<file path="src/rtl/kernel2_prod_accum_if.sv">
// kernel2_prod_accum_if: product input stream and result output stream of
// the kernel2 product accumulator. The slave modport is the accumulator
// side; the master modport is the producer/consumer side.
interface kernel2_prod_accum_if #(
    parameter int PROD_WIDTH = 24,
    parameter int ACC_WIDTH  = 32
);
    logic                  in_valid;
    logic                  in_ready;
    logic [PROD_WIDTH-1:0] in_data;
    logic                  out_valid;
    logic                  out_ready;
    logic [ACC_WIDTH-1:0]  out_data;
    logic                  out_ovf;

    modport master (
        output in_valid, in_data, out_ready,
        input  in_ready, out_valid, out_data, out_ovf
    );

    modport slave (
        input  in_valid, in_data, out_ready,
        output in_ready, out_valid, out_data, out_ovf
    );
endinterface

</file>
<file path="src/rtl/kernel2_prod_accum.sv">
// kernel2_prod_accum: sums a run-time programmed number of unsigned products
// and presents the sum plus a sticky overflow flag on a held valid/ready
// output. Optional macro KERNEL2_ACC_SAT_EN makes the accumulator saturate
// at 2^ACC_WIDTH-1 instead of wrapping; the flag is sticky in both builds.
module kernel2_prod_accum #(
    parameter int PROD_WIDTH = 24,
    parameter int ACC_WIDTH  = 32,
    parameter int LEN_WIDTH  = 16
) (
    input  logic                 ap_clk,
    input  logic                 ap_rst_n,
    input  logic                 start,
    input  logic [LEN_WIDTH-1:0] len,
    output logic                 busy,
    kernel2_prod_accum_if.slave  bus
);
    localparam int PAD = ACC_WIDTH + 1 - PROD_WIDTH;
    localparam logic [LEN_WIDTH-1:0] ONE = LEN_WIDTH'(1);

    typedef enum logic [1:0] {
        IDLE  = 2'd0,
        ACCUM = 2'd1,
        HOLD  = 2'd2
    } state_t;

    state_t                 state_q;
    logic [LEN_WIDTH-1:0]   rem_q;
    logic [ACC_WIDTH-1:0]   acc_q;
    logic                   ovf_q;
    logic                   busy_q;
    logic                   in_ready_q;
    logic                   out_valid_q;
    logic [ACC_WIDTH:0]     sum_d;
    logic                   beat_d;

    // Wrap or clamp the one-bit-wider sum back to accumulator width.
    function automatic logic [ACC_WIDTH-1:0] acc_update(input logic [ACC_WIDTH:0] s);
`ifdef KERNEL2_ACC_SAT_EN
        if (s[ACC_WIDTH]) begin
            return '1;
        end
`endif
        return s[ACC_WIDTH-1:0];
    endfunction

    // Candidate sum with a carry bit, and whether a product moves this cycle.
    always_comb begin
        sum_d  = {1'b0, acc_q} + {{PAD{1'b0}}, bus.in_data};
        beat_d = bus.in_valid && in_ready_q;
    end

    // Run control FSM with registered handshake outputs and datapath state.
    always_ff @(posedge ap_clk or negedge ap_rst_n) begin
        if (!ap_rst_n) begin
            state_q     <= IDLE;
            rem_q       <= '0;
            acc_q       <= '0;
            ovf_q       <= 1'b0;
            busy_q      <= 1'b0;
            in_ready_q  <= 1'b0;
            out_valid_q <= 1'b0;
        end else begin
            case (state_q)
                IDLE: begin
                    if (start) begin
                        rem_q  <= len;
                        acc_q  <= '0;
                        ovf_q  <= 1'b0;
                        busy_q <= 1'b1;
                        if (len != '0) begin
                            state_q    <= ACCUM;
                            in_ready_q <= 1'b1;
                        end else begin
                            // Empty run: report a zero sum on the next cycle.
                            state_q     <= HOLD;
                            out_valid_q <= 1'b1;
                        end
                    end
                end
                ACCUM: begin
                    if (beat_d) begin
                        acc_q <= acc_update(sum_d);
                        ovf_q <= ovf_q | sum_d[ACC_WIDTH];
                        rem_q <= rem_q - ONE;
                        if (rem_q == ONE) begin
                            state_q     <= HOLD;
                            in_ready_q  <= 1'b0;
                            out_valid_q <= 1'b1;
                        end
                    end
                end
                HOLD: begin
                    // acc/ovf are frozen here, so the result holds under backpressure.
                    if (bus.out_ready) begin
                        state_q     <= IDLE;
                        out_valid_q <= 1'b0;
                        busy_q      <= 1'b0;
                    end
                end
                default: begin
                    state_q     <= IDLE;
                    busy_q      <= 1'b0;
                    in_ready_q  <= 1'b0;
                    out_valid_q <= 1'b0;
                end
            endcase
        end
    end

    assign busy          = busy_q;
    assign bus.in_ready  = in_ready_q;
    assign bus.out_valid = out_valid_q;
    assign bus.out_data  = acc_q;
    assign bus.out_ovf   = ovf_q;
endmodule

</file>
<file path="src/flat_wrapper.sv">
// flat-port wrapper written by rule: the top's interface ports become plain ports
module kernel2_prod_accum_flat 
#(
    parameter int PROD_WIDTH = 24,
    parameter int ACC_WIDTH  = 32,
    parameter int LEN_WIDTH  = 16
)
  (ap_clk, ap_rst_n, start, len, busy, bus_in_valid, bus_in_data, bus_out_ready, bus_in_ready, bus_out_valid, bus_out_data, bus_out_ovf);
  kernel2_prod_accum_if #(.PROD_WIDTH(PROD_WIDTH), .ACC_WIDTH(ACC_WIDTH)) bus_i ();
  input  logic ap_clk;
  input  logic ap_rst_n;
  input  logic start;
  input  logic [LEN_WIDTH-1:0] len;
  output logic busy;
  input wire logic [$bits(bus_i.in_valid)-1:0] bus_in_valid;
  input wire logic [$bits(bus_i.in_data)-1:0] bus_in_data;
  input wire logic [$bits(bus_i.out_ready)-1:0] bus_out_ready;
  output wire logic [$bits(bus_i.in_ready)-1:0] bus_in_ready;
  output wire logic [$bits(bus_i.out_valid)-1:0] bus_out_valid;
  output wire logic [$bits(bus_i.out_data)-1:0] bus_out_data;
  output wire logic [$bits(bus_i.out_ovf)-1:0] bus_out_ovf;
  assign bus_i.in_valid = bus_in_valid;
  assign bus_i.in_data = bus_in_data;
  assign bus_i.out_ready = bus_out_ready;
  assign bus_in_ready = bus_i.in_ready;
  assign bus_out_valid = bus_i.out_valid;
  assign bus_out_data = bus_i.out_data;
  assign bus_out_ovf = bus_i.out_ovf;
  kernel2_prod_accum #(.PROD_WIDTH(PROD_WIDTH), .ACC_WIDTH(ACC_WIDTH), .LEN_WIDTH(LEN_WIDTH)) u_core (.ap_clk(ap_clk), .ap_rst_n(ap_rst_n), .start(start), .len(len), .busy(busy), .bus(bus_i));
endmodule
</file>
<file path="config.mk">
export PLATFORM = sky130hd
export DESIGN_NAME = kernel2_prod_accum_flat
export DESIGN_NICKNAME = d
export VERILOG_FILES = /design/src/rtl/kernel2_prod_accum_if.sv /design/src/rtl/kernel2_prod_accum.sv /design/src/flat_wrapper.sv
export SDC_FILE = /design/constraint.sdc
export NUM_CORES = 1
export LEC_CHECK = 0
export BUFFER_PORTS_ARGS = -buffer_cell sky130_fd_sc_hd__buf_2
export CAP_MARGIN = 20
export CORE_UTILIZATION = 37
export DETAILED_ROUTE_END_ITERATION = 6
export MAX_ROUTING_LAYER = met4
export SYNTH_ARGS = -nofsm -noshare
export SYNTH_HDL_FRONTEND = slang
export SYNTH_SLANG_ARGS = --single-unit
export TNS_END_PERCENT = 5
</file>
<file path="constraint.sdc">
create_clock -name ap_clk -period 3.4 [get_ports ap_clk]
set_input_delay 0.68 -clock ap_clk [delete_from_list [all_inputs] [get_ports ap_clk]]
set_output_delay 0.68 -clock ap_clk [all_outputs]
set_load 0.05 [all_outputs]
</file>
# After elaboration in Yosys (flattened, before gate mapping)
# Index checks and enable logic that the tools add are counted.
# word_totals
register_bits	54
out_inout_bits	36
# classes
muxes	28
eq_ne	9
n_reduce_logical	9
addsub	2
n_bitwise	3
# ops
operator	count
2-to-1 mux 32 bit	2
one-hot mux 32 bit (2 select lines)	1
adder 32 x 24 -> 33 bit	1
2-to-1 mux 16 bit	2
one-hot mux 16 bit (2 select lines)	1
equality test 16 x 1 -> 1 bit (second input constant)	1
nonzero test 16 bit	1
subtractor 16 x 1 -> 16 bit (second input constant)	1
2-to-1 mux 1 bit	12
2-to-1 mux 2 bit	5
AND reduction 5 bit	2
one-hot mux 1 bit (3 select lines)	3
!= test 2 x 1 -> 1 bit (second input constant)	3
!= test 2 bit (second input constant)	3
one-hot mux 2 bit (3 select lines)	1
AND reduction 3 bit	2
AND reduction 4 bit	1
equality test 2 x 1 -> 1 bit (second input constant)	1
equality test 2 bit (second input constant)	1
zero test 2 bit	1
inverter 1 bit	2
one-hot mux 1 bit (2 select lines)	1
nonzero test 2 bit	1
logical AND 1 bit	1
bitwise OR 1 bit	1

# Longest topological paths before layout
# Gate-level depths: netlist (run 1).
# logic_depth
depth_word	4
mapped_depth	10
mapped_depth_nobuf	10

# Worst setup path after synthesis (run 1)
# No wires, ideal clock.
# synth_path
kind	reg-to-reg
startpoint	reg u_core.acc_q[0] (netlist: u_core.bus.out_data[0])
endpoint	reg u_core.acc_q[30] (netlist: u_core.bus.out_data[30])
setup_time_ns	0.079
t_arrival_ns	2.757
slack_ns	0.563
path_stages_with_launch	11
synth_period_minus_slack_ns	2.837
n_path_buf	0
path_cell_list	dfrtp_1 > ha_1 > inv_1 > fa_1 > nor2b_1 > o2111ai_1 > a21oi_1 > o21ai_1 > o21a_1 > nor4_1 > mux2i_1
# synth_between
elab_chain_len	3
# synth_rtl
element	line	text
start: declaration	kernel2_prod_accum.sv:28	logic [ACC_WIDTH-1:0] acc_q;
start signal: assignment	kernel2_prod_accum.sv:82	acc_q <= acc_update(sum_d);
adder 32 x 24 -> 33 bit	kernel2_prod_accum.sv:48	sum_d = {1'b0, acc_q} + {{PAD{1'b0}}, bus.in_data};
2-to-1 mux 32 bit	kernel2_prod_accum.sv:81	if (beat_d) begin
one-hot mux 32 bit (2 select lines)	kernel2_prod_accum.sv:63	case (state_q)
# Every way passes these cells. The select of a mux whose other input is x is not followed.
# A chain may end at the register's enable or synchronous reset.

# Final worst setup path (run 1)
# layout_path
startpoint	in bus_in_data[0]
endpoint	reg u_core.acc_q[30] (netlist: u_core.bus.out_data[30])
# layout_between
elab_chain_len	3
# layout_rtl
element	line	text
start: declaration	flat_wrapper.sv:16	input wire logic [$bits(bus_i.in_data)-1:0] bus_in_data;
adder 32 x 24 -> 33 bit	kernel2_prod_accum.sv:48	
2-to-1 mux 32 bit	kernel2_prod_accum.sv:81	
one-hot mux 32 bit (2 select lines)	kernel2_prod_accum.sv:63	
# Every way passes these cells. The select of a mux whose other input is x is not followed.

==> run_results.csv, run 1 <==
group,metric,value,unit
clock_tree,cts_root_buf,"clkbuf_8",
synth,yosysMostFrequentCell,"dfrtp_1",
grt,grt_usage,0.1899,
finish,final_cells,663,
critical_path,worstSetupStartpointType,"input pin",
timing,fin_worst_skew,0.007687,ns
hold_path,holdPathStages,2,
route,antenna_left,0,
clock_tree,postCtsSetupRepairBufs,0,
critical_path,cp_num_buf_inv,2,
critical_path,critPathCaptureType,"flip-flop",
pwr,vdd_drop_max,464.5,uV
hold_path,hold_path.class,"reg -> reg",
floorplanning,start_util,0.3890,
critical_path,cp_slowest_cell,"fa_1",
critical_path,reg2reg_depth,10,
grt,antenna_found_initial,0,
route,drt_iter0_drc,186,
placed_design,placed_cell_area,4413,sq um
timing,tightest_slew,0.7303,ns
placed_design,place_hpwl,7224,um
timing,fmax,345.0,MHz
critical_path,path_cells,"buf_2, ha_1, inv_1, fa_1, nor2b_1, o2111ai_1, a21oi_1, o21ai_1, o21a_1, nor4_1, mux2i_1",
timing,rsz0062_at_grt,"false",
flow_run,max-cap-violations,0,
grt,gr-total-overflow,0,
route,first_pass_iters,4,
clock_tree,clk_pin_slew,0.10,ns
floorplanning,io_pins,81,
route,vias_per_cell,5.572,
clock_tree,insertion_delay,0.31,ns
finish,n_antenna_cell,0,
timing,max_slew_margin,0.5131,
critical_path,cp.arrival,3.14,ns
critical_path,critPathMaxFanout,6,
synth,synth_warnings,0,
timing,drv_slew,0,
placed_design,io_buffer_count,80,
synth,ys_seq_area_frac,0.3489,
floorplanning,die_x,104.3,um
outcome,outcome,"complete, no violations",
floorplanning,die_area,10880,sq um
critical_path,critical_path.top_delay_family,"compound AO/OA/AOI/OAI gates",
synth,syn_inst,457,
synth,synth_area_leader_cell,"dfrtp_1",
synth,yosysTopAreaCellShare,0.3489,
clock_tree,cts-buffers-inserted,5,
grt,grt_start_max_net_pins,55,
critical_path,crit_type,"in -> reg",
clock_tree,cts_buffer_depth,2,
synth,synth_ff_type,"dfrtp_1",
timing,finalWorstPathRequiredPeriod,2.899,ns
clock_tree,postCtsHoldBufs,0,
synth,synth_commonest_cells,"54 x dfrtp_1, 49 x nand2_1, 47 x a21oi_1",
synth,synth-edff-count,0,
floorplanning,core_area,9955,sq um
route,wirelength,9715,um
finish,layout.nets,601,
synth,async_flop_share,1.000,
synth,syn_area,3872,sq um
floorplanning,rows,36,
clock_tree,numClockSinks,54,
floorplanning,die_h,104.3,um
synth,yosys_register_bits,54,
placed_design,place_inst,655,
pwr,p_leak,2.105,nW
timing,setup_viol,0,
timing,finalHoldViolations,0,
finish,stdcell_area,4499,sq um
clock_tree,ctsHtreeMaxLevel,2,
synth,synth.area.top_cells,"dfrtp_1 35%, ha_1 8.4%, a21oi_1 6.1%",
synth,synth.net_count,529,
synth,avgSynthCellArea,8.474,sq um
finish,drive_gt1_frac,0.1943,
pwr,cellPowerDensity,830.4,nW/um^2
grt,grt_pass1_wl,16660,um
critical_path,crit_cells,11,
clock_tree,cts_tree,"done",
grt,grt_pass1_vias,3472,
critical_path,required,3.64,ns
route,wl_per_cell,14.65,um
timing,period_share,0.8526,
critical_path,slowest_delay,0.38,ns
placed_design,gp_congestion,0.8858,
synth,synth_cell_type_count,57,
finish,syn2layout_area_growth,16.19,%
route,drc,0,
route,vias,3694,
clock_tree,cts_resized,0,
timing,finalSetupTns,0,ns
==> through the flow <==
| step | setup WS (ns) | utilization | hold WS, ns | total power, W |
|---|---|---|---|---|
| 2_1_floorplan | 0.5632 | - | 0.3844 | 0.002847 |
| 3_3_place_gp | 0.2482 | 0.4433 | 0.4671 | 0.003354 |
| 3_5_place_dp | 0.1900 | 0.4433 | 0.4740 | 0.003381 |
| 4_1_cts | 0.4916 | 0.4520 | 0.4979 | 0.003765 |
| 5_1_grt | 0.1833 | 0.4520 | 0.5303 | 0.004061 |
| 6_report | 0.5013 | 0.4520 | 0.4939 | 0.003736 |
==> layer usage <==
layer / up-vias / global-route usage / share of wire / routed length [um]
met1: 1735 / 0.2613 / 0.50 / 4870
met3: 9 / 0.02632 / 0.046 / 450
met4: 0 / 0.04286 / 0.0077 / 75
li1: 1863 / - / - / -
met2: 87 / 0.2956 / 0.44 / 4319
met5: - / - / 0 / 0
==> sequential cells by signal (all words and copies together), names as in the netlist <==
name                  count
u_core.busy               1
u_core.rem_q             16
u_core.bus.in_ready       1
u_core.state_q            2
u_core.bus.out_valid      1
u_core.bus.out_data      32
u_core.bus.out_ovf        1
==> cell type report <==
class / instances / area [sq um]
clock buffers: 6 / 72.57
well taps: 133 / 166.4
fillers: 1036 / 5455
clock inverters: 2 / 13.76
inverters: 8 / 30.03
repair buffers: 87 / 452.9
flip-flops and latches: 54 / 1351
multi-input cells: 373 / 2412
==> logic make-up after synthesis <==
logic type,count (synthesis),share of synthesized area
compound gates,168,0.2776
buf+inv,30,0.03005
fa+ha+maj,27,0.08918
flops,54,0.3490
xor+xnor,19,0.04297
mux,3,0.007755
simple gates,156,0.2036
==> cells in the final DEF, fill, tap and decap left out, drive strengths merged, types with 2 or more instances in the layout <==
cell     synthesis  routed
o2111ai          2       2
o21bai           4       4
nor4             9       9
clkinv           0       2
o2bb2ai          2       2
a21oi           47      47
nand2b           4       4
a211oi           4       4
o21ai           44      44
xnor2           11      11
clkbuf          19       6
buf              3      87
a41oi            3       3
nand3b           2       2
inv              8       8
nor2b            3       3
xor2             8       8
nand2           49      49
or2              2       2
a211o            2       2
a22oi            3       3
ha              26      26
nor2            30      30
a22o            19      19
mux2i            3       3
o31ai            3       3
o211ai           3       3
dfrtp           54      54
a21o            12      12
nand4           12      12
o21a             4       4
nor3b            2       2
nor3            14      14
and3             4       4
or4              4       4
nand3            8       8
or3              9       9
a31oi            8       8
==> tightest hold or removal path: cells and delay by family, from the launching register on <==
kind            cells  cell delay, ns
compound gates      1            0.06
simple gates        1            0.05
flops               1            0.35
==> power breakdown <==
group          switching (W)  internal, W
registers           0.000230     0.000871
clock network       0.000226     0.000146
logic                0.00149     0.000778
total                0.00194      0.00180
==> worst paths after layout <==
kind / start / end / slack (ns)
worst max-delay path: bus_in_data[0] / u_core.bus.out_data[30] / 0.50
worst min-delay path: u_core.rem_q[6] / u_core.rem_q[6] / 0.49
worst max register to register: u_core.bus.out_data[0] / u_core.bus.out_data[30] / 0.55
worst min register to register: u_core.rem_q[6] / u_core.rem_q[6] / 0.49
max in group asynchronous: ap_rst_n / u_core.rem_q[4] / 2.41
min in group asynchronous: ap_rst_n / u_core.bus.out_data[7] / 0.51
Note: power is estimated with default switching activity, not from simulation.
==> run 2, diff against run 1 <==
--- a/config.mk
+++ b/config.mk
@@ -10,6 +10,7 @@
 export CORE_UTILIZATION = 37
 export DETAILED_ROUTE_END_ITERATION = 6
 export MAX_ROUTING_LAYER = met4
+export REMOVE_ABC_BUFFERS = 1
 export SYNTH_ARGS = -nofsm -noshare
 export SYNTH_HDL_FRONTEND = slang
 export SYNTH_SLANG_ARGS = --single-unit
==> run_results.csv, run 2 (same netlist as run 1, synthesis figures left out) <==
group,metric,value,unit
floorplanning,die_area,10880,sq um
critical_path,cp.arrival,3.03,ns
grt,grt_pass1_wl,17000,um
floorplanning,core_area,9955,sq um
grt,grtUsageMet1,0.2611,
grt,grt_use_met3,0.02569,
finish,final_common_cell,"buf_2",
grt,met2_usage,0.3136,
pwr,p_leak,2.114,nW
pwr,vdd_drop_max,450.9,uV
floorplanning,die_x,104.3,um
placed_design,placed_cell_area,4428,sq um
timing,period_share,0.8195,
hold_path,hold_path.class,"in -> async",
critical_path,worstSetupStartpointType,"input pin",
grt,grt_usage,0.1938,
finish,largest_register_ffs,32,
critical_path,cp_num_buf_inv,2,
critical_path,critPathCaptureType,"flip-flop",
critical_path,critical_path.top_delay_family,"compound AO/OA/AOI/OAI gates",
clock_tree,cts_tree,"done",
critical_path,slowest_delay,0.38,ns
timing,hold_slack,0.2679,ns
route,wirelength,9922,um
critical_path,crit_type,"in -> reg",
timing,tightest_slew,0.6424,ns
pwr,finalPower,0.003768,W
placed_design,io_buffer_count,80,
timing,rsz0062_at_grt,"false",
critical_path,required,3.65,ns
outcome,outcome,"complete, no violations",
route,vias_per_cell,5.588,
critical_path,critPathMaxFanout,6,
route,wl_per_cell,14.92,um
floorplanning,rows,36,
finish,layout.nets,603,
placed_design,place_hpwl,7519,um
clock_tree,postCtsSetupRepairBufs,0,
grt,gr-total-overflow,0,
timing,fmax,358.9,MHz
finish,fillers,1034,
route,vias,3716,
grt,grt_start_max_net_pins,40,
clock_tree,postCtsHoldBufs,0,
route,first_pass_iters,4,
timing,max_slew_margin,0.5672,
grt,grt_pass1_vias,3538,
grt,grt.busiest_layer,"met2",
timing,finalSetupTns,0,ns
flow_run,max-cap-violations,0,
floorplanning,die_h,104.3,um
critical_path,path_cells,"buf_2, ha_1, inv_1, fa_1, nor2b_1, o2111ai_1, a21oi_1, o21ai_1, o21a_1, nor4_1, mux2i_1",
clock_tree,cts-buffers-inserted,5,
route,antenna_left,0,
clock_tree,cts_buffer_depth,2,
route,drc,0,
clock_tree,ctsHtreeMaxLevel,2,
finish,most-common-layout-cells,"80 x buf_2, 54 x dfrtp_1, 49 x nand2_1",
timing,fin_worst_skew,0.008022,ns
finish,n_antenna_cell,0,
floorplanning,start_util,0.3890,
placed_design,gp_congestion,0.8787,
timing,drv_slew,0,
clock_tree,cts_root_buf,"clkbuf_8",
finish,stdcell_area,4514,sq um
pwr,cellPowerDensity,834.7,nW/um^2
clock_tree,insertion_delay,0.32,ns
critical_path,cp_slowest_cell,"fa_1",
floorplanning,io_pins,81,
clock_tree,cts_resized,0,
grt,antenna_found_initial,0,
route,drt_iter0_drc,235,
timing,setup_viol,0,
timing,finalHoldViolations,0,
finish,syn2layout_area_growth,16.58,%
clock_tree,clk_pin_slew,0.11,ns
finish,drive_gt1_frac,0.1974,
timing,finalWorstPathRequiredPeriod,2.786,ns
clock_tree,numClockSinks,54,
[run 2: cell types whose count changed in the layout (fill, tap and decap cells not counted), sizes merged]
| cell | change |
|---|---|
| buf | +2 |
[run 2: final cells by class]
type,count,area [sq um],share of cell area
Inverter,8,30.03,0.006652
Clock buffer,6,72.57,0.01608
Sequential cell,54,1351,0.2993
Multi-Input combinational cell,373,2412,0.5344
Tap cell,133,166.4,0.03686
Clock inverter,2,13.76,0.003049
Timing Repair Buffer,89,467.9,0.1037
[run 2: power by group]
| part | internal (W) | switching (W) |
|---|---|---|
| sequential | 0.000871 | 0.000230 |
| combinational | 0.000792 | 0.00150 |
| clock | 0.000146 | 0.000232 |
[run 2: final timing paths]
| check | from | end | slack, ns | depth (start not counted) |
|---|---|---|---|---|
| max in group asynchronous | ap_rst_n | u_core.rem_q[5] | 2.29 | 2 |
| min | ap_rst_n | u_core.bus.out_data[7] | 0.27 | 1 |
| min in group ap_clk | u_core.rem_q[6] | u_core.rem_q[6] | 0.49 | 2 |
| max reg2reg | u_core.bus.out_data[0] | u_core.bus.out_data[30] | 0.65 | 10 |
| max | bus_in_data[0] | u_core.bus.out_data[30] | 0.61 | 11 |
| min reg2reg | u_core.rem_q[6] | u_core.rem_q[6] | 0.49 | 2 |
[run 2: per-stage QoR]
| stage | setup WS (ns) | instances | utilization |
|---|---|---|---|
| final | 0.6137 | 665 | 0.4535 |
| after global routing | 0.3618 | 665 | 0.4535 |
| after CTS | 0.6335 | 665 | 0.4535 |
| after detailed placement | 0.3001 | 657 | 0.4448 |
| after global placement | 0.3603 | 657 | 0.4448 |
| after floorplan | -0.3513 | 435 | - |
[run 2: metal layers]
layer  wire length, um  up-vias
met5                 0        -
met4                63        0
met3               380        9
met2              4602       81
met1              4875     1749
li1                  -     1877
